**src/rtl/mem_arbiter.sv**
```systemverilog
// Two-requester arbiter for the shared data-memory port: single-beat CPU accesses,
// DMA bursts capped at BURST_LEN beats under contention, registered read return.
module mem_arbiter #(
    parameter int unsigned BURST_LEN = 4
) (
    input  logic        i_clk,
    input  logic        i_rst_n,
    input  logic        i_c_req,
    input  logic        i_c_we,
    input  logic [14:0] i_c_addr,
    input  logic [15:0] i_c_wdata,
    output logic        o_c_gnt,
    output logic        o_c_rvalid,
    output logic [15:0] o_c_rdata,
    input  logic        i_d_req,
    input  logic        i_d_we,
    input  logic [14:0] i_d_addr,
    input  logic [15:0] i_d_wdata,
    output logic        o_d_gnt,
    output logic        o_d_rvalid,
    output logic [15:0] o_d_rdata,
    output logic [15:0] o_mem_in,
    output logic        o_mem_load,
    output logic [14:0] o_mem_address,
    input  logic [15:0] i_mem_out
);

    typedef enum logic [1:0] {
        OWN_IDLE = 2'd0,
        OWN_CPU  = 2'd1,
        OWN_DMA  = 2'd2
    } own_t;

    localparam logic [3:0] LP_BURST = 4'(BURST_LEN);

    own_t        r_own;
    own_t        w_own_next;
    logic [3:0]  r_cnt;
    logic [3:0]  w_cnt_next;
    logic        w_cpu_pri;
    logic        w_c_gnt;
    logic        w_d_gnt;
    logic        r_c_rvalid;
    logic        r_d_rvalid;
    logic [15:0] r_c_rdata;
    logic [15:0] r_d_rdata;

    // CPU takes contended cycles only from idle or once the DMA burst is exhausted.
    // Grants are gated by reset so nothing reaches memory while reset is held.
    always_comb begin
        w_cpu_pri = (r_own == OWN_IDLE) || ((r_own == OWN_DMA) && (r_cnt == LP_BURST));
        w_c_gnt   = i_rst_n & i_c_req & (~i_d_req | w_cpu_pri);
        w_d_gnt   = i_rst_n & i_d_req & ~w_c_gnt;
    end

    always_comb begin
        w_own_next = OWN_IDLE;
        w_cnt_next = 4'd0;
        if (w_c_gnt) begin
            w_own_next = OWN_CPU;
        end else if (w_d_gnt) begin
            w_own_next = OWN_DMA;
            if (r_own != OWN_DMA) begin
                w_cnt_next = 4'd1;
            end else if (r_cnt >= LP_BURST) begin
                w_cnt_next = LP_BURST;
            end else begin
                w_cnt_next = r_cnt + 4'd1;
            end
        end
    end

    always_comb begin
        o_mem_address = 15'd0;
        o_mem_in      = 16'd0;
        o_mem_load    = 1'b0;
        if (w_c_gnt) begin
            o_mem_address = i_c_addr;
            o_mem_in      = i_c_wdata;
            o_mem_load    = i_c_we;
        end else if (w_d_gnt) begin
            o_mem_address = i_d_addr;
            o_mem_in      = i_d_wdata;
            o_mem_load    = i_d_we;
        end
    end

    always_ff @(posedge i_clk or negedge i_rst_n) begin
        if (!i_rst_n) begin
            r_own      <= OWN_IDLE;
            r_cnt      <= 4'd0;
            r_c_rvalid <= 1'b0;
            r_d_rvalid <= 1'b0;
            r_c_rdata  <= 16'd0;
            r_d_rdata  <= 16'd0;
        end else begin
            r_own      <= w_own_next;
            r_cnt      <= w_cnt_next;
            r_c_rvalid <= w_c_gnt & ~i_c_we;
            r_d_rvalid <= w_d_gnt & ~i_d_we;
            if (w_c_gnt && !i_c_we) begin
                r_c_rdata <= i_mem_out;
            end
            if (w_d_gnt && !i_d_we) begin
                r_d_rdata <= i_mem_out;
            end
        end
    end

    assign o_c_gnt    = w_c_gnt;
    assign o_d_gnt    = w_d_gnt;
    assign o_c_rvalid = r_c_rvalid;
    assign o_d_rvalid = r_d_rvalid;
    assign o_c_rdata  = r_c_rdata;
    assign o_d_rdata  = r_d_rdata;

endmodule
```
**config.mk**
```make
export PLATFORM = sky130hd
export DESIGN_NAME = mem_arbiter
export DESIGN_NICKNAME = d
export VERILOG_FILES = /design/src/rtl/mem_arbiter.sv
export SDC_FILE = /design/constraint.sdc
export NUM_CORES = 1
export LEC_CHECK = 0
export BUFFER_PORTS_ARGS = -buffer_cell sky130_fd_sc_hd__buf_4
export CORE_MARGIN = 2
export CORE_UTILIZATION = 40
export DETAILED_ROUTE_END_ITERATION = 10
export GPL_TIMING_DRIVEN = 0
export PLACE_DENSITY = 0.87
export SYNTH_ARGS = -nofsm -noshare
export SYNTH_HDL_FRONTEND = slang
export SYNTH_SLANG_ARGS = --single-unit
```
**constraint.sdc**
```tcl
create_clock -name i_clk -period 2.2 [get_ports i_clk]
set_clock_uncertainty 0.15 [all_clocks]
set_input_delay 0.11 -clock i_clk [delete_from_list [all_inputs] [get_ports i_clk]]
set_output_delay 0.11 -clock i_clk [all_outputs]
set_load 0.005 [all_outputs]
```
==> metrics.txt <==
run status=finished with violations; failing checks=setup timing; Post-DRT Antenna Nets=0; total wire length=roughly 8500 um; TritonCTS buffer count=5; Synth-to-Final Area Change=102%; Starting Density=between 40% and 50%; Pleak=about 2.2 nW; Worst Path Max Fanout=10; Placement Cell Area=3280 um^2; clock root buffer=clkbuf_8; Worst Path Arrival=2.00 ns; row cnt=26; clk buf depth=2; Crit Reg-Reg Endpoint=o_c_rdata[9]; crit start category=register; # DRC=0; # fillers=260; HPWL after DPL=4590 um; GR Util met3=~5.8%; CP startpoint=r_cnt[0]; proportion of layout cells with a drive suffix above 1=a little over two thirds; via count=between 2000 and 2500; clk sink count=40; Reg2Reg Depth=9; GRT met1 Usage=about a quarter; clock-pin slew on the worst setup and hold paths=approximately 0.07 ns; largest area contributor in the netlist=dfrtp_1; First-pass DRT Iterations=4; clock latency on the worst-skew pair=0.29 ns; Synth top area share=approximately 49%; Overflow after GRT=0; TritonCTS clock tree=built; pin count of the biggest net entering global routing=41; layer with the highest usage=met2; Yosys warning count=0; Seq cells post-synth=40; final setup margin=-0.0591 ns; H-tree depth=2; Ant. Diodes=0; final hold violation count=0; Gate Count Post-Synth=around 200; final net count=482; Main synth FF type=dfrtp_1; first-pass GRT wire length=between 9000 and 10000 um; crit path kind=register to primary output; vias per inst=between 5 and 6; die area=5730 um^2; fin area=4160 um^2; flop2flop setup slack=around 0.040 ns; Final setup viols=12; main area contributors after synthesis=dfrtp_1 (49%), nand2_1 (12%), mux2_2 (10%); number of port buffers=between 150 and 200; IO Pins=152; register area share after synthesis=between 40% and 50%; Worst IR Drop VDD=between 0.0005 and 0.0006 V; Fmax=approximately 440 MHz; Hold/Removal Path Class=input port to register; reg2reg start=r_cnt[0]; Global Route Usage Sum=a little over a fifth; grt met2 use=39.5%; fin util=approximately 82%; initial antenna violation count=0; synthesized area=between 2000 and 2500 um^2; syn nets=290; core area=roughly 5000 um^2; crit share post-route=103%; PwrDens=just under 600 nW/um^2; Chip Width=approximately 76 um; gpl congestion=around 0.74; non-filler instance count after layout=467; Mapped Avg Cell Area=roughly 10 um^2; Final Critical Period=between 2 and 2.5 ns; Chip Height=75.7 um; DR iter-0 viols=90; Placed Cells=between 400 and 500; RSZ-0062 raised after global routing=yes; Synth cell types=26; crit path to=o_mem_address[0]; drt wl/cell=approximately 18 um; required time of the critical path=1.94 ns; critical path capture point type=primary output; vias in the first global route=1960; Post-synth ARST share=between 90% and 100%; Max Slew Vio Count=0; Hold Crit Depth=4; leading cell type in the layout, fill and taps excluded=buf_4; commonest non-fill, non-tap cells in the layout=buf_4 (131), nand2_2 (42), dfrtp_1 (40), buf_6 (35), nand3_1 (33); # Max-Cap Violations=0; Post-synth EDFFs=0
## area by class of cell
| type | instances | area [um^2] | share of cell area (%) |
|---|---|---|---|
| Clock buffer | 6 | 72.6 | 1.75 |
| Sequential cell | 40 | 1000 | 24.1 |
| Buffer | 12 | 129 | 3.10 |
| Multi-Input combinational cell | 147 | 1190 | 28.5 |
| Clock inverter | 2 | 35.0 | 0.843 |
| Tap cell | 70 | 87.6 | 2.11 |
| Timing Repair Buffer | 185 | 1620 | 39.0 |
| Inverter | 5 | 23.8 | 0.572 |
## synth_stat cells (2+ instances only)
master,number
ha_1,2
mux2_4,12
o21ai_0,2
mux2_2,19
buf_6,2
nor2_1,3
nand2_1,63
dfrtp_1,40
nand3_1,33
inv_1,3
clkbuf_1,9
nor3_1,2
## kinds of logic after synthesis
| group | after synthesis | synth area share [%] |
|---|---|---|
| buf+inv | 17 | 4.02 |
| other cells | 1 | 0.183 |
| compound gates | 6 | 3.17 |
| fa+ha+maj | 2 | 1.22 |
| mux | 32 | 19.7 |
| flops | 40 | 48.7 |
| simple gates | 106 | 23.0 |
## layer usage
metal  up-vias  wire [um]
met5         -          0
met4         0        189
met3        20        672
met2       107       4790
met1      1159       2890
li1       1066          -
## critical path, cell delays in order, from the launching register on
cell and delay [ns]:
dfrtp_1 0.37, inv_2 0.06, ha_4 0.15, and4bb_4 0.21, o211ai_4 0.25, buf_6 0.17, buf_6 0.14, nand3_1 0.15
nand2_2 0.13, buf_6 0.10
## what timing repair did
item | CTS | global route
setup endpoints to repair | 42 | 37
gates resized for setup | 16 | 122
hold buffers | 19 | 0
gates cloned | 0 | 3
setup buffers | 4 | 8
pin swaps | 1 | 22
endpoints found under the hold margin | 73 | 0
## worst min-delay path by stage
| stage | from | endpoint | slack (ns) |
|---|---|---|---|
| after floorplan | i_rst_n | o_c_rdata[0] | -0.34 |
| after global placement | i_rst_n | o_d_rdata[11] | -0.03 |
| after detailed placement | i_rst_n | o_c_rdata[11] | -0.02 |
| after CTS | i_c_we | o_c_rvalid | 0.04 |
| after global routing | i_c_we | o_c_rvalid | 0.08 |
| final | i_c_we | o_c_rvalid | 0.08 |
## through the flow
| step | setup WS, ns | power [W] | setup TNS [ns] | hold slack [ns] |
|---|---|---|---|---|
| CTS | -0.0186 | 0.00230 | -0.0222 | 0.0416 |
| global route | -0.0935 | 0.00254 | -1.68 | 0.0805 |
| finish | -0.0591 | 0.00244 | -0.219 | 0.0803 |
| global placement | -0.0438 | 0.00164 | -0.370 | -0.0265 |
| floorplan | 0.213 | 0.00121 | 0 | -0.336 |
| detailed placement | -0.0877 | 0.00167 | -0.678 | -0.0224 |
## power breakdown
group	total [W]	switching, W	internal, W	leakage, nW
Combinational	0.000891	0.000323	0.000568	1.64
Clock	0.000587	0.000251	0.000337	0.0552
Sequential	0.000960	0.0000867	0.000874	0.486
Total	0.00244	0.000660	0.00178	2.18
## state kept, by name (all words and copies together), names as in the netlist
name and flops:
o_c_rdata 16, o_c_rvalid 1, o_d_rdata 16, o_d_rvalid 1
r_cnt 4, r_own 2
(Power assumes the default switching activity.)
